===== config.mk =====
export PLATFORM = sky130hd
export DESIGN_NAME = key_intr_gen
export DESIGN_NICKNAME = d
export VERILOG_FILES = /design/src/rtl/key_intr_gen.sv
export SDC_FILE = /design/constraint.sdc
export NUM_CORES = 1
export LEC_CHECK = 0
export CAP_MARGIN = 25
export CORE_ASPECT_RATIO = 1.5
export CORE_MARGIN = 4
export CORE_UTILIZATION = 40
export CTS_BUF_LIST = sky130_fd_sc_hd__clkbuf_8 sky130_fd_sc_hd__clkbuf_16
export DETAILED_ROUTE_END_ITERATION = 8
export PLACE_DENSITY = 0.58
export SKIP_LAST_GASP = 1
export SYNTH_ARGS = -nofsm -noshare
export SYNTH_HDL_FRONTEND = slang
export SYNTH_SLANG_ARGS = --single-unit

===== constraint.sdc =====
create_clock -name clk -period 2.3 [get_ports clk]
set_input_delay 0.46 -clock clk [delete_from_list [all_inputs] [get_ports clk]]
set_output_delay 0.46 -clock clk [all_outputs]
set_load 0.01 [all_outputs]

===== src/rtl/key_intr_gen.sv =====
// Two-channel push-button debouncer with press-interrupt pulse generation.
// Each channel: 2-flop synchronizer, 4-state debounce FSM, and a reloadable pulse stretcher.
module key_intr_gen #(
    parameter int DEBOUNCE_CYCLES = 2500000,
    parameter int PULSE_CYCLES    = 8,
    parameter int KEY_ACTIVE_LOW  = 1
) (
    input  logic       clk,
    input  logic       rst_n,
    input  logic [1:0] key,
    output logic [1:0] intr,
    output logic [1:0] key_state
);

    localparam int CW = (DEBOUNCE_CYCLES > 2) ? $clog2(DEBOUNCE_CYCLES) : 1;
    localparam int PW = (PULSE_CYCLES > 2) ? $clog2(PULSE_CYCLES) : 1;
    localparam logic [CW-1:0] CNT_LAST   = CW'(DEBOUNCE_CYCLES - 1);
    localparam logic [PW-1:0] PULSE_LOAD = PW'(PULSE_CYCLES - 1);
    localparam logic [1:0]    KEY_RELEASED = (KEY_ACTIVE_LOW != 0) ? 2'b11 : 2'b00;

    typedef enum logic [1:0] {
        IDLE       = 2'd0,
        PRESS_DB   = 2'd1,
        HELD       = 2'd2,
        RELEASE_DB = 2'd3
    } state_t;

    logic [1:0] sync1_q, sync1_d;
    logic [1:0] sync2_q, sync2_d;

    always_comb begin
        sync1_d = key;
        sync2_d = sync1_q;
    end

    // Synchronizers reset to the released level so a held key is debounced afresh.
    always_ff @(posedge clk) begin
        if (!rst_n) begin
            sync1_q <= KEY_RELEASED;
            sync2_q <= KEY_RELEASED;
        end else begin
            sync1_q <= sync1_d;
            sync2_q <= sync2_d;
        end
    end

    genvar gi;
    generate
        for (gi = 0; gi < 2; gi++) begin : g_chan
            state_t          state_q, state_d;
            logic [CW-1:0]   cnt_q, cnt_d;
            logic [PW-1:0]   pcnt_q, pcnt_d;
            logic            intr_q, intr_d;
            logic            ks_q, ks_d;
            logic            pressed;
            logic            press_evt;

            assign pressed = (KEY_ACTIVE_LOW != 0) ? ~sync2_q[gi] : sync2_q[gi];

            always_comb begin
                state_d   = state_q;
                cnt_d     = cnt_q;
                press_evt = 1'b0;
                case (state_q)
                    IDLE: begin
                        if (pressed) begin
                            state_d = PRESS_DB;
                            cnt_d   = CW'(1);
                        end else begin
                            cnt_d   = '0;
                        end
                    end
                    PRESS_DB: begin
                        if (!pressed) begin
                            state_d = IDLE;
                            cnt_d   = '0;
                        end else if (cnt_q == CNT_LAST) begin
                            state_d   = HELD;
                            cnt_d     = '0;
                            press_evt = 1'b1;
                        end else begin
                            cnt_d   = cnt_q + 1'b1;
                        end
                    end
                    HELD: begin
                        if (!pressed) begin
                            state_d = RELEASE_DB;
                            cnt_d   = CW'(1);
                        end
                    end
                    RELEASE_DB: begin
                        if (pressed) begin
                            state_d = HELD;
                            cnt_d   = '0;
                        end else if (cnt_q == CNT_LAST) begin
                            state_d = IDLE;
                            cnt_d   = '0;
                        end else begin
                            cnt_d   = cnt_q + 1'b1;
                        end
                    end
                    default: begin
                        state_d = IDLE;
                        cnt_d   = '0;
                    end
                endcase
            end

            // pcnt holds the remaining high cycles after the current one; a new event reloads it.
            always_comb begin
                intr_d = intr_q;
                pcnt_d = pcnt_q;
                if (press_evt) begin
                    intr_d = 1'b1;
                    pcnt_d = PULSE_LOAD;
                end else if (intr_q) begin
                    if (pcnt_q == '0) begin
                        intr_d = 1'b0;
                    end else begin
                        pcnt_d = pcnt_q - 1'b1;
                    end
                end
                ks_d = (state_d == HELD) || (state_d == RELEASE_DB);
            end

            always_ff @(posedge clk) begin
                if (!rst_n) begin
                    state_q <= IDLE;
                    cnt_q   <= '0;
                    pcnt_q  <= '0;
                    intr_q  <= 1'b0;
                    ks_q    <= 1'b0;
                end else begin
                    state_q <= state_d;
                    cnt_q   <= cnt_d;
                    pcnt_q  <= pcnt_d;
                    intr_q  <= intr_d;
                    ks_q    <= ks_d;
                end
            end

            assign intr[gi]      = intr_q;
            assign key_state[gi] = ks_q;
        end
    endgenerate

endmodule


Yosys cells after proc, flatten, opt, wreduce, memory -nomap -nowiden
Cells that the tools add are included.
- flip-flop bits (word level): 62
- output and inout port bits: 4
- word-level logic and storage cells: 86
- bits of input ports: 4
- reductions and logical operators: 10
- muxes and demuxes: 44
- $add $sub $neg: 4
- equality and inequality tests: 16
- operator list (cell ; number):
    2-to-1 mux 22 bit ; 8
    case mux 22 bit (4 select lines) ; 2
    adder 22 x 1 -> 22 bit, second input constant ; 2
    equality test 22 bit, second input constant ; 2
    2-to-1 mux 2 bit ; 12
    2-to-1 mux 3 bit ; 6
    equality test 2 bit, second input constant ; 8
    case mux 2 bit (4 select lines) ; 2
    2-to-1 mux 1 bit ; 14
    inequality test 2 bit, second input constant ; 4
    zero test 3 bit ; 2
    subtractor 3 x 1 -> 3 bit, second input constant ; 2
    equality test 2 x 1 -> 1 bit, second input constant ; 2
    zero test 2 bit ; 2
    AND reduction 2 bit ; 2
    nonzero test 2 bit ; 2
    logical OR 1 bit ; 2

Logic depth before layout (Yosys ltp)
Gate-level depths: netlist (run 1).
- word-level depth: 6
- mapped depth: 8

Worst setup path before layout (run 1)
Ideal clock, no wire load.
- path kind: register to register
- start point: register g_chan[1].cnt_q[0]
- end point: register g_chan[1].cnt_q[17]
- stages on the path, launching flop included: 9
- arrival time: 1.918 ns
- path slack: 0.308 ns
- data required time: 2.226 ns
- period minus slack after synthesis: 1.992 ns
- cell sequence: dfxtp_1 > ha_1 > and3_1 > clkbuf_1 > and3_1 > a211oi_2 > buf_2 > o21ai_0 > a31oi_1
- cells in the longest elaborated chain, start to end: 4
- RTL lines (item ; RTL line ; text):
    start: declaration ; 51 ; logic [CW-1:0] cnt_q, cnt_d;
    start signal: assignment ; 135 ; cnt_q <= cnt_d;
    adder 22 x 1 -> 22 bit or equality test 22 bit (tied branches) ; n/a ;
    2-to-1 mux 22 bit (*) ; 77, 95 ;
    2-to-1 mux 22 bit (on tied branches) ; 92, 74 ;
    case mux 22 bit (4 select lines) (*) ; 64 ; case (state_q)
Mark *: on every way between the ends. The rest lies on a longest branch, timed or not.
A chain may end at the register's enable or synchronous reset.

Worst setup path after layout (run 1)
- start point: register g_chan[0].cnt_q[1]
- end point: register g_chan[0].cnt_q[6]
- cells in the longest elaborated chain, start to end: 4
- RTL lines (item ; RTL line):
    start: declaration ; 51
    start signal: assignment ; 135
    adder 22 x 1 -> 22 bit or equality test 22 bit (tied branches) ; n/a
    2-to-1 mux 22 bit (*) ; 77, 95
    2-to-1 mux 22 bit (on tied branches) ; 92, 74
    case mux 22 bit (4 select lines) (*) ; 64
Marked as above.

==> results of run 1 <==
cell type report:
cell class / instances / area, sq um
clock inverter: 7 / 81.33
timing repair buffer: 24 / 222.7
tap: 102 / 127.6
multi-input combinational: 289 / 1754
inverter: 11 / 41.29
fill: 784 / 3939
clock buffer: 9 / 225.2
sequential: 61 / 1221
final timing paths:
| path | startpoint | end | slack (ns) | cells after the start |
|---|---|---|---|---|
| max | g_chan[0].cnt_q[1]$_SDFFE_PN0P_ | g_chan[0].cnt_q[6]$_SDFFE_PN0P_ | 0.21 | 7 |
| min | sync1_q[1]$_SDFF_PN1_ | sync2_q[1]$_SDFF_PN1_ | 0.41 | 1 |
| max reg2reg | g_chan[0].cnt_q[1]$_SDFFE_PN0P_ | g_chan[0].cnt_q[6]$_SDFFE_PN0P_ | 0.21 | 7 |
| min reg2reg | sync1_q[1]$_SDFF_PN1_ | sync2_q[1]$_SDFF_PN1_ | 0.41 | 1 |
layout by cell type (no fill, tap or decap), types with 4 or more instances in the layout:
cell type / count
sky130_fd_sc_hd__nand2b_1: 7
sky130_fd_sc_hd__mux2i_1: 5
sky130_fd_sc_hd__a41oi_1: 4
sky130_fd_sc_hd__a22oi_1: 4
sky130_fd_sc_hd__a21oi_1: 31
sky130_fd_sc_hd__nand2_1: 45
sky130_fd_sc_hd__nor3_1: 11
sky130_fd_sc_hd__or2_2: 4
sky130_fd_sc_hd__nor2_1: 20
sky130_fd_sc_hd__and4_1: 6
sky130_fd_sc_hd__nand3_1: 21
sky130_fd_sc_hd__dfxtp_1: 61
sky130_fd_sc_hd__clkdlybuf4s50_1: 7
sky130_fd_sc_hd__ha_1: 6
sky130_fd_sc_hd__and3_1: 16
sky130_fd_sc_hd__o21ai_0: 19
sky130_fd_sc_hd__a31oi_1: 30
sky130_fd_sc_hd__clkbuf_16: 9
sky130_fd_sc_hd__inv_1: 10
sky130_fd_sc_hd__o21a_1: 6
sky130_fd_sc_hd__nand4_1: 7
sky130_fd_sc_hd__xnor2_1: 5
sky130_fd_sc_hd__o31ai_1: 5
sky130_fd_sc_hd__buf_4: 15
layer usage:
layer	up-vias	global-route usage, %	wire length [um]
li1	1446	-	-
met1	1319	17.90	2939
met2	45	32.80	4075
met3	25	3.241	170
met4	0	12.40	363
met5	-	0	0
cells by family after synthesis:
group | count (synthesis) | synth area share [%]
buffers and inverters | 29 | 4.689
DFF | 61 | 39.12
adders and majority gates | 6 | 2.405
xor gates and xnor gates | 8 | 2.245
muxes | 5 | 1.603
and+or+nand+nor | 161 | 28.18
AOI/OAI and AO/OA | 109 | 21.76
registers in the layout, summed over array words and instances, names as in the netlist:
name / flops
g_chan.intr_q: 2
g_chan.pcnt_q: 6
g_chan.ks_q: 1
g_chan.state_q: 4
g_chan.cnt_q: 44
sync2_q: 2
sync1_q: 2
power groups by stage:
stage | sequential (mW) | clock (mW) | combinational (mW)
6_report | 1.07 | 1.38 | 0.0349
5_1_grt | 1.07 | 1.45 | 0.0389
4_1_cts | 1.07 | 1.41 | 0.0356
3_5_place_dp | 1.09 | 0 | 0.0354
3_3_place_gp | 1.09 | 0 | 0.0353
2_1_floorplan | 1.09 | 0 | 0.0187
per-stage QoR:
stage	area, sq um	std cells	power (mW)
floorplan	3122	379	1.107
global placement	3367	487	1.125
detailed placement	3367	487	1.125
CTS	3674	503	2.513
global route	3674	503	2.560
finish	3674	503	2.477
==> metrics, run 1 <==
worst path arrival time=2.31 ns; number of H-tree levels=3; element type at the critical path start=flop; Mean Syn Cell Area=8.237 sq um; antenna violations before repair=0; Most used DFF post-synth=sky130_fd_sc_hd__dfxtp_1; final sum of negative setup slack=0 ns; maximum resistive drop on vdd=370.3 uV; post-detailed-routing wire length=7548 um; number of max-cap violations=0; classification of the worst setup path=reg2reg; IO Pins=8; Die Footprint=9311 sq um; count of routing violations after the opening detailed-route iteration=approximately 100; Yosys top cell by area=sky130_fd_sc_hd__dfxtp_1; number of gates resized after cts=0; clock latency of the later-clocked register in the worst-skew pair=0.33 ns; setup slack after placement=0.1887 ns; Crit path required time=2.52 ns; clock tree root driver cell=sky130_fd_sc_hd__clkbuf_16; fmax=around 0.48 GHz; routed wirelength normalized by instance count=approximately 15 um; row count=39; TritonCTS clock tree=done; class of the tightest hold or removal check=reg2reg; pins over their slew limit=0; Starting Density=41.01%; IO buf count=7; unrepaired setup endpoints after global routing=false; cell with the largest stage delay on the worst path=sky130_fd_sc_hd__nor4_2; Slew headroom=66.93%; Core Region=roughly 7600 sq um; worst setup margin=approximately 0.21 ns; Internal Pwr Total=slightly below 2 mW; # setup viols final=0; number of distinct library cells after synthesis=50; Buf+Inv Stages, Crit Path=1; placed wire-length estimate after detailed placement=between 5000 and 6000 um; DIE WIDTH=approximately 80 um; register area share after synthesis=39.12%; crit path time final=roughly 2.1 ns; static leakage power=1.296 nW; iteration count of the initial detailed-routing pass=4; post-synthesis cell area=3122 sq um; total via count after detailed routing=between 2000 and 3000; clk buf depth=2; most used standard cell by instance count after synthesis=sky130_fd_sc_hd__dfxtp_1; proportion of total power due to net switching=approximately 22%; ordered list of cells on the worst path=ha_1, nand4_1, nor4_2, a211oi_2, buf_12, and3_1, a221o_1; Cells after Synth=between 300 and 400; count of nets left with antenna violations after detail routing=0; ratio of total power to cell area=just under 700 nW/um^2; crit end category=flop; layout-stage area growth over the synthesis result=17.68%; worst stage delay on the critical path=~0.42 ns; Slew @ Worst Pin=roughly 0.49 ns; NumNets Final=406; overall overflow remaining after global route=0; final core utilization=between 40 and 50%; Post-synth EDFFs=0; post-cts hold buffer count=0; Synth async-reset ratio=0%; leading cell types by total area after synthesis=sky130_fd_sc_hd__dfxtp_1 39%, sky130_fd_sc_hd__a31oi_1 6.0%, sky130_fd_sc_hd__nand2_1 5.4%, sky130_fd_sc_hd__a21oi_1 5.0%, sky130_fd_sc_hd__nand3_1 3.4%; top-area cell type share of the netlist area=39.12%; hold_ws=roughly 0.41 ns; Post-Synthesis Net Count=between 300 and 400; count of inserted antenna diode cells=0; # DRC=0; cts bufs inserted=9; drt via density=5.636; family of cells with the greatest summed delay on the critical path=simple AND/OR/NAND/NOR gates; portion of total power attributed to sequential cells=about 43%; Overall Global Routing Usage=17.87%; vertical die dimension=between 100 and 150 um; Commonest cells post-synth=61 x sky130_fd_sc_hd__dfxtp_1, 45 x sky130_fd_sc_hd__nand2_1, 31 x sky130_fd_sc_hd__a21oi_1; proportion of layout cells with a drive suffix above 1=11.22%; share of the clock period used by the worst path=a little over 90%; switching power summed over all nets=approximately 0.55 mW; outcome=complete, no violations; via count of the first global-routing pass=around 2800; Clock Sinks=61; Synth Register Bits=61; worst-case clock skew=roughly 0.0049 ns; Final GP Congestion=0.8142; number of warnings reported in the yosys synthesis log=0; first-pass GRT wire length=around 13000 um; Clock Power Share=approximately 56%; pin count of the biggest net entering global routing=34; clock-pin transition on the worst setup and hold timing paths=about 0.06 ns; Max Fanout on Critical Path=33; combinational cell fraction of total power=under 10%; post-CTS setup buffers=0; Final Hold Vio Count=0
Note: power is estimated with default switching activity, not from simulation.
==> inputs of run 2 (changes only) <==
--- a/config.mk
+++ b/config.mk
@@ -13,6 +13,7 @@
 export DETAILED_ROUTE_END_ITERATION = 8
 export PLACE_DENSITY = 0.58
 export SKIP_LAST_GASP = 1
+export SLEW_MARGIN = 20
 export SYNTH_ARGS = -nofsm -noshare
 export SYNTH_HDL_FRONTEND = slang
 export SYNTH_SLANG_ARGS = --single-unit
==> results of run 2 <==
Final layout, timing and power as in run 1 (identical DEF).
